## config.mk

```make
export PLATFORM = sky130hd
export DESIGN_NAME = adc_sample_buffer
export DESIGN_NICKNAME = d
export VERILOG_FILES = /design/src/rtl/adc_sample_buffer.sv
export SDC_FILE = /design/constraint.sdc
export NUM_CORES = 1
export LEC_CHECK = 0
export ABC_AREA = 0
export CORE_ASPECT_RATIO = 2
export CORE_MARGIN = 2
export CORE_UTILIZATION = 45
export DETAILED_ROUTE_END_ITERATION = 16
export GPL_TIMING_DRIVEN = 0
export PLACE_DENSITY = 0.69
export SYNTH_ARGS = -nofsm -noshare
export SYNTH_HDL_FRONTEND = slang
export SYNTH_SLANG_ARGS = --single-unit
export TNS_END_PERCENT = 5
```

## constraint.sdc

```tcl
create_clock -name S_AXI_ACLK -period 11.8 [get_ports S_AXI_ACLK]
set_clock_uncertainty 0.1 [all_clocks]
set_input_delay 3.54 -clock S_AXI_ACLK [delete_from_list [all_inputs] [get_ports S_AXI_ACLK]]
set_output_delay 3.54 -clock S_AXI_ACLK [all_outputs]
set_load 0.02 [all_outputs]
```

## src/rtl/adc_sample_buffer.sv

```systemverilog
// ADC sample buffer: justifies raw SPI ADC words to Q1.23, decimates,
// and queues results in a show-ahead FIFO for the equalizer chain.
module adc_sample_buffer #(
    parameter int DEPTH   = 16,
    parameter int LEVEL_W = 5
) (
    input  logic               S_AXI_ACLK,
    input  logic               S_AXI_ARESET,
    input  logic [4:0]         cfg_num_bits,
    input  logic               cfg_offset_binary,
    input  logic [3:0]         cfg_decim,
    input  logic               clear,
    input  logic               in_valid,
    input  logic [23:0]        in_data,
    output logic               out_valid,
    input  logic               out_ready,
    output logic [23:0]        out_data,
    output logic [LEVEL_W-1:0] fifo_level,
    output logic               overflow
);

    localparam int PTR_W = $clog2(DEPTH);

    logic [3:0]         dec_q, dec_d;
    logic               stg_vld_q, stg_vld_d;
    logic [23:0]        stg_data_q, stg_data_d;
    logic [PTR_W-1:0]   wr_ptr_q, wr_ptr_d;
    logic [PTR_W-1:0]   rd_ptr_q, rd_ptr_d;
    logic [LEVEL_W-1:0] level_q, level_d;
    logic               ovf_q, ovf_d;
    logic [23:0]        mem [DEPTH];

    logic [4:0]  n_eff;
    logic [4:0]  shamt;
    logic [23:0] fmt_data;
    logic        keep;
    logic        full;
    logic        pop;
    logic        push;

    // Sample formatting: mask to N valid bits, left-justify, optional MSB flip.
    always_comb begin
        n_eff    = cfg_num_bits;
        if (cfg_num_bits == 5'd0 || cfg_num_bits > 5'd24) begin
            n_eff = 5'd24;
        end
        shamt    = 5'd24 - n_eff;
        fmt_data = (in_data & (24'hFF_FFFF >> shamt)) << shamt;
        fmt_data[23] = fmt_data[23] ^ cfg_offset_binary;
    end

    // Output handshake: the head transfers on a cycle where out_valid and
    // out_ready are both high; out_ready with an empty FIFO does nothing.
    assign full      = (level_q == LEVEL_W'(DEPTH));
    assign out_valid = (level_q != '0);
    assign pop       = out_valid && out_ready;
    assign push      = stg_vld_q && (!full || pop);
    assign keep      = in_valid && (dec_q == 4'd0);

    always_comb begin
        dec_d      = dec_q;
        stg_vld_d  = keep;
        stg_data_d = stg_data_q;
        wr_ptr_d   = wr_ptr_q;
        rd_ptr_d   = rd_ptr_q;
        level_d    = level_q;
        ovf_d      = ovf_q;
        if (clear) begin
            dec_d     = 4'd0;
            stg_vld_d = 1'b0;
            wr_ptr_d  = '0;
            rd_ptr_d  = '0;
            level_d   = '0;
            ovf_d     = 1'b0;
        end else begin
            if (in_valid) begin
                dec_d = (dec_q >= cfg_decim) ? 4'd0 : dec_q + 4'd1;
            end
            if (keep) begin
                stg_data_d = fmt_data;
            end
            if (push) begin
                wr_ptr_d = wr_ptr_q + 1'b1;
            end
            if (pop) begin
                rd_ptr_d = rd_ptr_q + 1'b1;
            end
            if (push && !pop) begin
                level_d = level_q + 1'b1;
            end else if (pop && !push) begin
                level_d = level_q - 1'b1;
            end
            // A staged sample that finds the FIFO full and not draining is lost.
            if (stg_vld_q && full && !pop) begin
                ovf_d = 1'b1;
            end
        end
    end

    always_ff @(posedge S_AXI_ACLK or posedge S_AXI_ARESET) begin
        if (S_AXI_ARESET) begin
            dec_q      <= 4'd0;
            stg_vld_q  <= 1'b0;
            stg_data_q <= '0;
            wr_ptr_q   <= '0;
            rd_ptr_q   <= '0;
            level_q    <= '0;
            ovf_q      <= 1'b0;
        end else begin
            dec_q      <= dec_d;
            stg_vld_q  <= stg_vld_d;
            stg_data_q <= stg_data_d;
            wr_ptr_q   <= wr_ptr_d;
            rd_ptr_q   <= rd_ptr_d;
            level_q    <= level_d;
            ovf_q      <= ovf_d;
        end
    end

    always_ff @(posedge S_AXI_ACLK) begin
        if (push && !clear) begin
            mem[wr_ptr_q] <= stg_data_q;
        end
    end

    // Storage is not reset; gating keeps out_data at zero while empty.
    assign out_data   = out_valid ? mem[rd_ptr_q] : 24'd0;
    assign fifo_level = level_q;
    assign overflow   = ovf_q;

endmodule

```

# ---- Yosys cells after proc, flatten, opt, wreduce, memory -nomap -nowiden
# Memories as Yosys holds them, arrays and structs flattened.
# Index checks and enable logic that the tools add are counted.
dict set report totals {
  output_inout_bits 31
  register_bits 43
  mem_count 1
  inputBits 39
  ramBits 384
}
dict set report op_classes {
  shifts 2
  n_reduce_logical 23
  mux 17
  n_lt_le_gt_ge 2
  n_addsub 6
  eq_ne 1
  bitwise 3
}
# memory words width read_ports rd_clocked_by_memory_dff write_ports line
set mem_list {}
lappend mem_list {mem 16 24 1 0 1 31} ;# logic [23:0] mem [DEPTH];
# operator n
set ops {}
lappend ops {{4-bit 2-to-1 mux} 7}
lappend ops {{24-bit bitwise AND} 1}
lappend ops {{24-bit 2-to-1 mux} 1}
lappend ops {{24-bit by 5-bit left shift with 24-bit output} 1}
lappend ops {{24-bit by 5-bit right shift with 24-bit output, first input constant} 1}
lappend ops {{5-bit 2-to-1 mux} 4}
lappend ops {{4-bit by 1-bit adder with 4-bit output, second input constant} 3}
lappend ops {{1-bit logical AND} 8}
lappend ops {{2-bit nonzero test} 4}
lappend ops {{5-bit by 1-bit adder with 5-bit output, second input constant} 1}
lappend ops {{5-bit == test, second input constant} 1}
lappend ops {{5-bit > comparator, second input constant} 1}
lappend ops {{5-bit zero test} 1}
lappend ops {{1-bit 2-to-1 mux} 5}
lappend ops {{5-bit nonzero test} 1}
lappend ops {{5-bit by 1-bit subtractor with 5-bit output, second input constant} 1}
lappend ops {{5-bit subtractor, first input constant} 1}
lappend ops {{4-bit greater-or-equal comparator} 1}
lappend ops {{1-bit zero test} 4}
lappend ops {{4-bit zero test} 1}
lappend ops {{3-bit nonzero test} 1}
lappend ops {{1-bit logical OR} 2}
lappend ops {{2-bit AND reduction} 1}
lappend ops {{1-bit inverter} 1}
lappend ops {{1-bit bitwise XOR} 1}

# ---- Longest topological paths before layout
dict set report depth {
  ltp_word 9
  ltp_mapped 17
}

# ---- Worst setup path before layout
# No wires, ideal clock.
dict set report synth_path {
  path_type {input port to flip-flop}
  from {input cfg_num_bits[3]}
  to {register stg_data_q[22]}
  t_required_ns 11.556
  slack_ns 4.848
  stages 15
  arrival_ns 6.709
  cell_sequence {clkbuf_1 -> a21boi_2 -> inv_2 -> buf_2 -> buf_2 -> ha_1 -> buf_4 -> buf_2 -> inv_1 -> xnor2_1 -> clkbuf_1 -> buf_1 -> nor3_1 -> o41ai_1 -> o221ai_1}
}
dict set report synth_between {
  elab_chain_len 7
  elab_cells_between_ends 8
}
# item line
set synth_rtl {}
lappend synth_rtl {{start, declared} 9} ;# input logic [4:0] cfg_num_bits,
lappend synth_rtl {{5-bit > comparator / 5-bit zero test (equally long branches)} 44} ;# if (cfg_num_bits == 5'd0 || cfg_num_bits > 5'd24) begin
lappend synth_rtl {{1-bit logical OR} 44}
lappend synth_rtl {{5-bit 2-to-1 mux (*)} 44}
lappend synth_rtl {{5-bit subtractor (*)} 47} ;# shamt = 5'd24 - n_eff;
lappend synth_rtl {{24-bit by 5-bit right shift with 24-bit output} 48} ;# fmt_data = (in_data & (24'hFF_FFFF >> shamt)) << shamt;
lappend synth_rtl {{24-bit bitwise AND} 48}
lappend synth_rtl {{24-bit by 5-bit left shift with 24-bit output (*)} 48}
lappend synth_rtl {{end signal, assigned} 112} ;# stg_data_q <= stg_data_d;
lappend synth_rtl {{end, declared} 26} ;# logic [23:0] stg_data_q, stg_data_d;
# Mark *: on every way between the ends. The rest lies on a longest branch, timed or not.
# A chain may end at the register's enable or synchronous reset.

# ---- Final worst setup path
dict set report layout_path {
  from {input cfg_num_bits[4]}
  to {register stg_data_q[21]}
}
# The elaborated chain is that of the path after synthesis.

==> reports/results.ini <==
[status]
outcome=finished clean

[sta]
rsz0062_at_grt=no
fin_crit_sh=0.726
hold_viol_final=0
tightestPinTransition_ns=1.12
period_needed_ns=8.56
hold_slack_ns=0.438
finalSetupTns_ns=0
setup_violations=0
relSlewSlack=0.252
fmax_ghz=0.117
slew_violations=0

[min_path]
holdCritPathClass=flop to flop

[placed_design]
port-buffer-count=65
globalplace.congestion=0.893
hpwl_mm=30.9

[clock_network]
cts.sink_count=427
cts_tree=yes
postCtsSetupBuffers=0
cts_root_buf=clkbuf_16
clk_latency_ns=0.53
cts_buffers=37
post_cts.resized_instances=0
cts_hold_buf=0
clockBufferDepth=3
clkSlewWorstSetupHoldPaths_ns=0.07
h-tree-depth=2

[synthesis]
yosysWarnings=0
yosys_register_bits=427
synth-simple-area-share=0.0543
async_flop_share=0.101
synth_top_family_by_area=multiplexers
synthMuxAreaShare=0.161
yosys.area_share.adder=0.0126
synthXorXnorAreaFrac=0.00616
syn_inst=1067
yosysSeqAreaShare=0.682
syn_area_um2=18500
synth_flop_cell=edfxtp_1
yosysUniqueCellTypes=77
synth_area_per_cell_um2=17.3
syn_nets=1124
synth_compound_gate_area_share=0.0648
synth_edf_count=384

[finish]
antenna_cells=0
fin_nets=1248
drive_gt1_frac=0.197
mostFrequentLayoutCell=edfxtp_1
flow.area_growth_from_synthesis_pct=15.2
mostFrequentLayoutCells=edfxtp_1, mux4_2, nand2_1, clkdlybuf4s50_1, clkbuf_1
n_fill_cell=3266

[power]
p_per_area_nw_per_um2=188
vdd_drop_max_mv=0.161
power.total_uw=4000
power_leakage_uw=0.00688

[detailed_routing]
via_per_inst=6.01
drc=0
dr.pass1.iters=5
postRouteAntennaNets=0
drtIter0Drc=1124
route.vias.total=10600
wl_per_cell_um=26.2
wl_mm=46.0

[floorplan]
initial_utilization=0.454
fp-row-count=105
die_y_um=291
fp.dieArea_um2=42800
chipWidth_um=147
ios=70
core_area_um2=40700

[global_route]
grt_usage=0.217
grt_start_max_net_pins=44
antenna_found_initial=0
gr-total-overflow=0
grt_pass1_wl_mm=68.9
grt_pass1_vias=10900

[worst_setup_path]
cp.arrival_ns=8.88
endpoint_kind=flop
crit_path_max_incr_delay_ns=0.59
slowest_stage=clkdlybuf4s50_1
critPathMostFrequentCell=buf_2
crit_path_cell_trace=clkdlybuf4s50_1 > clkbuf_1 > a21boi_2 > inv_2 > buf_2 > buf_2 > ha_1 > buf_4 > buf_2 > inv_1 > xnor2_1 > clkbuf_1 > buf_1 > a21oi_1 > mux2i_1 > nand2_1 > a221oi_1
critPathMaxFanout=11
path_class=primary input to flop
startpoint_type=primary input
required_ns=12.11
r2r_slack_ns=8.17

[run]
drv_cap=0

## final timing paths
path | endpoint | from | cells past startpoint
max in group asynchronous | stg_data_q[11] | S_AXI_ARESET | 2
setup / recovery | stg_data_q[21] | cfg_num_bits[4] | 17
hold / removal | overflow | overflow | 2
min in group asynchronous | fifo_level[3] | S_AXI_ARESET | 2
hold reg to reg | overflow | overflow | 2
setup reg to reg | fifo_level[4] | fifo_level[2] | 12
## worst max-delay path: cells and delay by family
| family | cells | cell delay (ns) |
|---|---|---|
| adder cells (fa/ha/maj) | 1 | 0.28 |
| AND/OR/NAND/NOR | 1 | 0.09 |
| AO/OA/AOI/OAI | 3 | 0.67 |
| multiplexers | 1 | 0.37 |
| buffers and inverters | 10 | 3.31 |
| XOR/XNOR | 1 | 0.59 |
## power breakdown
part / switching [µW] / internal (µW)
clock: 522 / 649
sequential: 109 / 1760
combinational: 506 / 452
total: 1140 / 2860
## layout make-up
class / count / area, µm² / area share
Sequential cell: 427 / 12600 / 0.592
Multi-Input combinational cell: 551 / 5600 / 0.263
Clock buffer: 43 / 991 / 0.0465
Timing Repair Buffer: 85 / 911 / 0.0428
Tap cell: 535 / 669 / 0.0314
Buffer: 68 / 279 / 0.0131
Clock inverter: 24 / 173 / 0.00810
Inverter: 21 / 78.8 / 0.00370
## kinds of logic (layout without fill, tap and decap cells)
logic type,count (synthesis),after routing
AND/OR/NAND/NOR,205,205
flip-flops,427,427
XOR/XNOR,13,13
buffers and inverters,89,241
adder cells (fa/ha/maj),18,18
multiplexers,143,143
AO/OA/AOI/OAI,172,172
## flip-flops by register name (all words and copies together), names as in the netlist
register / cells
rd_ptr_q: 4
fifo_level: 5
dec_q: 4
stg_data_q: 24
stg_vld_q: 1
wr_ptr_q: 4
overflow: 1
mem: 384
## metal layers
layer / track usage / wire length, µm / share of wire / vias up
met4: 0.0572 / 1200 / 0.026 / 0
li1: - / - / - / 4544
met2: 0.382 / 24200 / 0.53 / 433
met1: 0.286 / 18100 / 0.39 / 5489
met5: 0 / 0 / 0 / -
met3: 0.0264 / 2500 / 0.054 / 84
## cell usage after synthesis, drive strengths merged, types with 3 or more instances
master   instances  area (µm²)
nor3            18        95.1
a311oi           4        35.0
a22o             4        35.0
and3             3        18.8
edfxtp         384       11500
nor2b            6        37.5
o221ai           4        35.0
o21a             5        37.5
o31ai            6        50.1
dfrtp           43        1080
a21o             6        45.0
a21oi           42         214
mux2i           18         180
inv             20        75.1
ha              17         213
o2bb2ai          3        26.3
a21boi           4        33.8
a31oi            6        37.5
a211oi           6        50.1
a22oi            5        37.5
xnor2            5        43.8
o41ai            3        26.3
nor4             6        37.5
xor2             8        70.1
nand2           65         244
nand3            7        35.0
o21ai           37         185
mux4           123        2770
clkbuf          41         154
and2            30         188
o22ai            5        31.3
nand2b          11        68.8
buf             27         125
nor2            45         169
or3              4        35.0
a32oi            5        51.3
o211ai           5        42.5
## per-stage QoR
step                 util  instance area (µm²)  setup slack, ns  instances
floorplan               -                18500             4.85       1067
global placement    0.486                19800             2.80       1667
detailed placement  0.495                20100             2.91       1687
CTS                 0.523                21300             3.42       1754
global route        0.523                21300             2.93       1754
finish              0.523                21300             3.24       1754
(Power assumes the default switching activity.)
